===== src/rtl/uc_pkg.sv =====
// Shared opcode selectors, immediate-format encodings and the decoded control
// bundle used by the main-control decoder and its output register stage.
package uc_pkg;

    localparam int SEL_W = 5;

    // Opcode bits [6:2]
    localparam logic [SEL_W-1:0] LOAD   = 5'b00000;
    localparam logic [SEL_W-1:0] OPIMM  = 5'b00100;
    localparam logic [SEL_W-1:0] STORE  = 5'b01000;
    localparam logic [SEL_W-1:0] OP     = 5'b01100;
    localparam logic [SEL_W-1:0] LUI    = 5'b01101;
    localparam logic [SEL_W-1:0] BRANCH = 5'b11000;
    localparam logic [SEL_W-1:0] JAL    = 5'b11011;

    localparam logic [1:0] IMM_I = 2'b00;
    localparam logic [1:0] IMM_S = 2'b01;
    localparam logic [1:0] IMM_B = 2'b10;
    localparam logic [1:0] IMM_J = 2'b11;

    typedef struct packed {
        logic       branch;
        logic       jump;
        logic       pcsrc;
        logic [1:0] immsel;
        logic       luiop;
        logic       wdsrc;
        logic       alusrc;
        logic       aluop;
        logic       mem2reg;
        logic       memwrite;
        logic       regwriteen;
    } uc_ctrl_t;

endpackage


===== src/rtl/uc_decoder.sv =====
// Combinational main-control decode: opcode selector plus the branch compare
// flag in, control bundle out. Unknown selectors decode to an all-zero NOP.
module uc_decoder
    import uc_pkg::*;
(
    input  logic [SEL_W-1:0] selector,
    input  logic             negative,
    output uc_ctrl_t         ctrl
);

    always_comb begin
        ctrl = '0;
        unique case (selector)
            LOAD: begin
                ctrl.alusrc     = 1'b1;
                ctrl.immsel     = IMM_I;
                ctrl.mem2reg    = 1'b1;
                ctrl.regwriteen = 1'b1;
            end
            OPIMM: begin
                ctrl.alusrc     = 1'b1;
                ctrl.immsel     = IMM_I;
                ctrl.aluop      = 1'b1;
                ctrl.regwriteen = 1'b1;
            end
            STORE: begin
                ctrl.alusrc   = 1'b1;
                ctrl.immsel   = IMM_S;
                ctrl.memwrite = 1'b1;
            end
            OP: begin
                ctrl.aluop      = 1'b1;
                ctrl.regwriteen = 1'b1;
            end
            BRANCH: begin
                // The ALU compare result is the only thing that makes a branch taken.
                ctrl.branch = 1'b1;
                ctrl.immsel = IMM_B;
                ctrl.aluop  = 1'b1;
                ctrl.pcsrc  = negative;
            end
            LUI: begin
                ctrl.luiop      = 1'b1;
                ctrl.immsel     = IMM_I;
                ctrl.regwriteen = 1'b1;
            end
            JAL: begin
                ctrl.jump       = 1'b1;
                ctrl.pcsrc      = 1'b1;
                ctrl.immsel     = IMM_J;
                ctrl.wdsrc      = 1'b1;
                ctrl.regwriteen = 1'b1;
            end
            default: ctrl = '0;
        endcase
    end

endmodule


===== src/rtl/uc_control.sv =====
// Registered main control: decodes selector/Negative every rising edge; an
// asynchronous reset clears every control output, including write strobes.
module uc_control
    import uc_pkg::*;
(
    input  logic             clk,
    input  logic             rst,
    input  logic [SEL_W-1:0] selector,
    input  logic             Negative,
    output logic             Branch,
    output logic             Jump,
    output logic             PCSrc,
    output logic [1:0]       ImmSel,
    output logic             LUIOP,
    output logic             WDSrc,
    output logic             ALUSrc,
    output logic             ALUOP,
    output logic             Mem2Reg,
    output logic             MemWrite,
    output logic             RegWriteEn
);

    uc_ctrl_t dec;
    uc_ctrl_t ctrl_q;

    uc_decoder u_dec (
        .selector (selector),
        .negative (Negative),
        .ctrl     (dec)
    );

    always_ff @(posedge clk or posedge rst) begin
        if (rst) ctrl_q <= '0;
        else     ctrl_q <= dec;
    end

    assign Branch     = ctrl_q.branch;
    assign Jump       = ctrl_q.jump;
    assign PCSrc      = ctrl_q.pcsrc;
    assign ImmSel     = ctrl_q.immsel;
    assign LUIOP      = ctrl_q.luiop;
    assign WDSrc      = ctrl_q.wdsrc;
    assign ALUSrc     = ctrl_q.alusrc;
    assign ALUOP      = ctrl_q.aluop;
    assign Mem2Reg    = ctrl_q.mem2reg;
    assign MemWrite   = ctrl_q.memwrite;
    assign RegWriteEn = ctrl_q.regwriteen;

endmodule


===== config.mk =====
export PLATFORM = sky130hd
export DESIGN_NAME = uc_control
export DESIGN_NICKNAME = d
export VERILOG_FILES = /design/src/rtl/uc_pkg.sv /design/src/rtl/uc_decoder.sv /design/src/rtl/uc_control.sv
export SDC_FILE = /design/constraint.sdc
export NUM_CORES = 1
export LEC_CHECK = 0
export BUFFER_PORTS_ARGS = -buffer_cell sky130_fd_sc_hd__buf_4
export CORE_AREA = 4 4 41 43
export CTS_CLUSTER_SIZE = 30
export DETAILED_ROUTE_END_ITERATION = 8
export DIE_AREA = 0 0 45 47
export GPL_ROUTABILITY_DRIVEN = 0
export SETUP_SLACK_MARGIN = 0.5
export SLEW_MARGIN = 15
export SYNTH_ARGS = -nofsm -noshare
export SYNTH_HDL_FRONTEND = slang
export SYNTH_HIERARCHICAL = 1
export SYNTH_SLANG_ARGS = --single-unit

===== constraint.sdc =====
create_clock -name clk -period 0.8 [get_ports clk]
set_input_delay 0.08 -clock clk [delete_from_list [all_inputs] [get_ports clk]]
set_output_delay 0.08 -clock clk [all_outputs]
set_load 0.02 [all_outputs]

==> results by group <==
Logic synthesis
  – Post-Syn Nets: 45
  – Unique masters post-synth: 15
  – Seq/Total Area, Yosys: between 60% and 70%
  – Mapped Avg Cell Area: between 10 and 15 um^2
  – #FFs+latches synth: 12
  – Syn. warnings: 6
  – Syn Std Cell Area: about 450 um^2
  – Gate Count Post-Synth: 37

Critical path
  – Req. time, crit path: between 700 and 800 ps
  – CP Max Fanout: 1
  – Highest-delay cell along the critical path: dfrtp_1
  – Bufs and invs on worst path: 1
  – Arrival @ worst endpoint: about 800 ps
  – Crit path capture type: output port
  – Critical Path Source Type: flip-flop
  – CP top delay family: flip-flops
  – Worst path max stage delay: 380 ps
  – Critical path, cell by cell: buf_6
  – Kind of critical path: flip-flop to output port

Power
  – Maximum VDD drop: 905 uV
  – Power per cell area: between 1000 and 1500 nW/um^2
  – Tot Pwr: between 0.001 and 0.0015 W
  – Leak: ~0.4 nW

Drt
  – Detail Route Antenna Nets: 0
  – Iteration-0 DRC Markers: 9
  – Vias/cell: about 4.8
  – WL/cell: 12.7 um
  – DRC Markers: 0
  – Post-Route WL: roughly 1.0 mm
  – TritonRoute pass-1 iters: 2
  – Vias: 386

Global route
  – Total grt overflow: 0
  – Global Route Usage Sum: 11.5%
  – First-pass GRT wire length: 1.68 mm
  – Vias in the first global route: approximately 400
  – Initial antenna violation count: 0
  – Largest net degree at the start of global routing: 13

Hold path
  – Min-delay worst type: primary input to asynchronous set/reset pin

Placement
  – Hpwl dp: approximately 690 um
  – I/O Buffers: 19
  – Placed cell area: about 630 um^2

Floorplan
  – Die W: between 40 and 50 um
  – Starting Density: 34.3%
  – I/O pins: 20
  – Row count: 13
  – Die Footprint: 2120 um^2
  – DIE HEIGHT: between 40 and 50 um
  – Core box area: ~1300 um^2

Final layout
  – Area Growth Syn to Fin: 87.7%
  – Antenna fix cells: 0
  – Final Cell Area: 838 um^2
  – Final core occ: 64.4%
  – Share of post-route cells with drive strength above 1: a little over two thirds
  – Filler cell count: roughly 100
  – Count of nets after finishing: 76

Flow run
  – Number of max-cap violations: 0

STA
  – Fmax: roughly 1200 MHz
  – Fin worst setup slack: -66.1 ps
  – Sum Neg Setup Slack: -585 ps
  – WHS: -196 ps
  – Least-Margin Pin Slew: about 420 ps
  – Slew headroom: a little under three quarters
  – Crit path time final: around 870 ps
  – Hold Violations, Final: 12
  – RSZ-0062 raised after global routing: yes
  – Final period utilization: 108%
  – Max Transition Viols Final: 0
  – Setup violators final: 12

Clocking
  – Inserted Clock Buffers: 3
  – Worst-path clk slew: about 70 ps
  – CTS H-Tree Depth: 1
  – CTS tree: built
  – Max clock buf depth: 2
  – CTS Sinks: 12
  – Clock root cell: clkbuf_4

Run status
  – Status: finished, violations left
  – Failing checks: negative hold slack, negative setup slack
[registers in the layout, summed over array words and instances, names as in the netlist]
register	cells
PCSrc	1
Jump	1
Mem2Reg	1
MemWrite	1
ALUOP	1
ALUSrc	1
LUIOP	1
ImmSel	2
WDSrc	1
RegWriteEn	1
Branch	1
[repair_timing]
action | 4_1_cts | 5_1_grt
gates resized for setup | 31 | 6
hold endpoints to repair | 12 | 12
pin swaps | 7 | 5
buffers inserted | 5 | 0
endpoints found under the setup margin | 24 | 23
[kinds of logic (layout without fill, tap and decap cells)]
group | after synthesis | after routing | synth area share (%)
AND/OR/NAND/NOR | 16 | 16 | 19.9
flip-flops | 12 | 12 | 67.2
AO/OA/AOI/OAI | 7 | 7 | 10.4
buffers and inverters | 2 | 31 | 2.52
[placed cells by master, fill, tap and decap left out]
cell / Yosys / final
a21oi_2: 2 / 6
buf_4: 1 / 6
buf_6: 0 / 19
buf_8: 0 / 2
clkbuf_4: 0 / 3
dfrtp_1: 12 / 12
inv_1: 1 / 1
nand2_1: 2 / 1
nand2_2: 0 / 1
nand2b_1: 2 / 1
nand2b_4: 0 / 1
nand3_1: 2 / 2
nand3b_1: 1 / 1
nor2_1: 5 / 2
nor2_2: 0 / 1
nor2_4: 0 / 2
nor3_2: 1 / 2
o32ai_4: 0 / 1
or2_4: 0 / 1
or3_4: 1 / 1
[layer usage]
metal  vias up  part of all wire, %  GRT usage [%]
met1       183                   38           12.7
met5         -                    0              0
li1        187                    -              -
met3         2                  8.1           3.45
met4         0                  2.4           5.26
met2        14                   52           20.3
[cells in the mapped netlist, drive strengths merged]
cell	count	area [um^2]
dfrtp	12	300
a21oi	6	37.5
nor2	5	18.8
nand2	2	7.51
nand2b	2	12.5
nand3	2	10.0
nor3	2	15.0
buf	1	7.51
inv	1	3.75
nand3b	1	7.51
o32ai	1	8.76
or2	1	6.26
or3	1	11.3
[report_power, final]
part	internal (W)	switching, W	total (W)
Clock	0.000174	0.000178	0.000352
Sequential	0.000621	0.00000675	0.000628
Combinational	0.000124	0.000115	0.000238
Total	0.000919	0.000299	0.00122
[through the flow]
| stage | worst slack, ps | cells |
|---|---|---|
| floorplan | 140 | 37 |
| global placement | -0.959 | 73 |
| detailed placement | -12.7 | 73 |
| CTS | -71.6 | 81 |
| global route | -85.1 | 81 |
| finish | -66.1 | 81 |
[worst paths after layout]
kind | depth (start not counted) | startpoint | slack, ps | endpoint
max in group asynchronous | 2 | rst | 700 | Jump$_DFF_PP0_
worst min-delay path | 2 | rst | -200 | ALUSrc$_DFF_PP0_
worst max-delay path | 1 | ImmSel[1]$_DFF_PP0_ | -70 | ImmSel[1]
min in group clk | 2 | selector[3] | 30 | Mem2Reg$_DFF_PP0_
[layout make-up]
| type | instances | area, um^2 | share of cell area, % |
|---|---|---|---|
| clock buffers | 3 | 22.5 | 2.69 |
| multi-input cells | 23 | 204 | 24.3 |
| inverters | 1 | 3.75 | 0.448 |
| flip-flops and latches | 12 | 300 | 35.8 |
| well taps | 15 | 18.8 | 2.24 |
| repair buffers | 27 | 289 | 34.5 |
(Power assumes the default switching activity.)
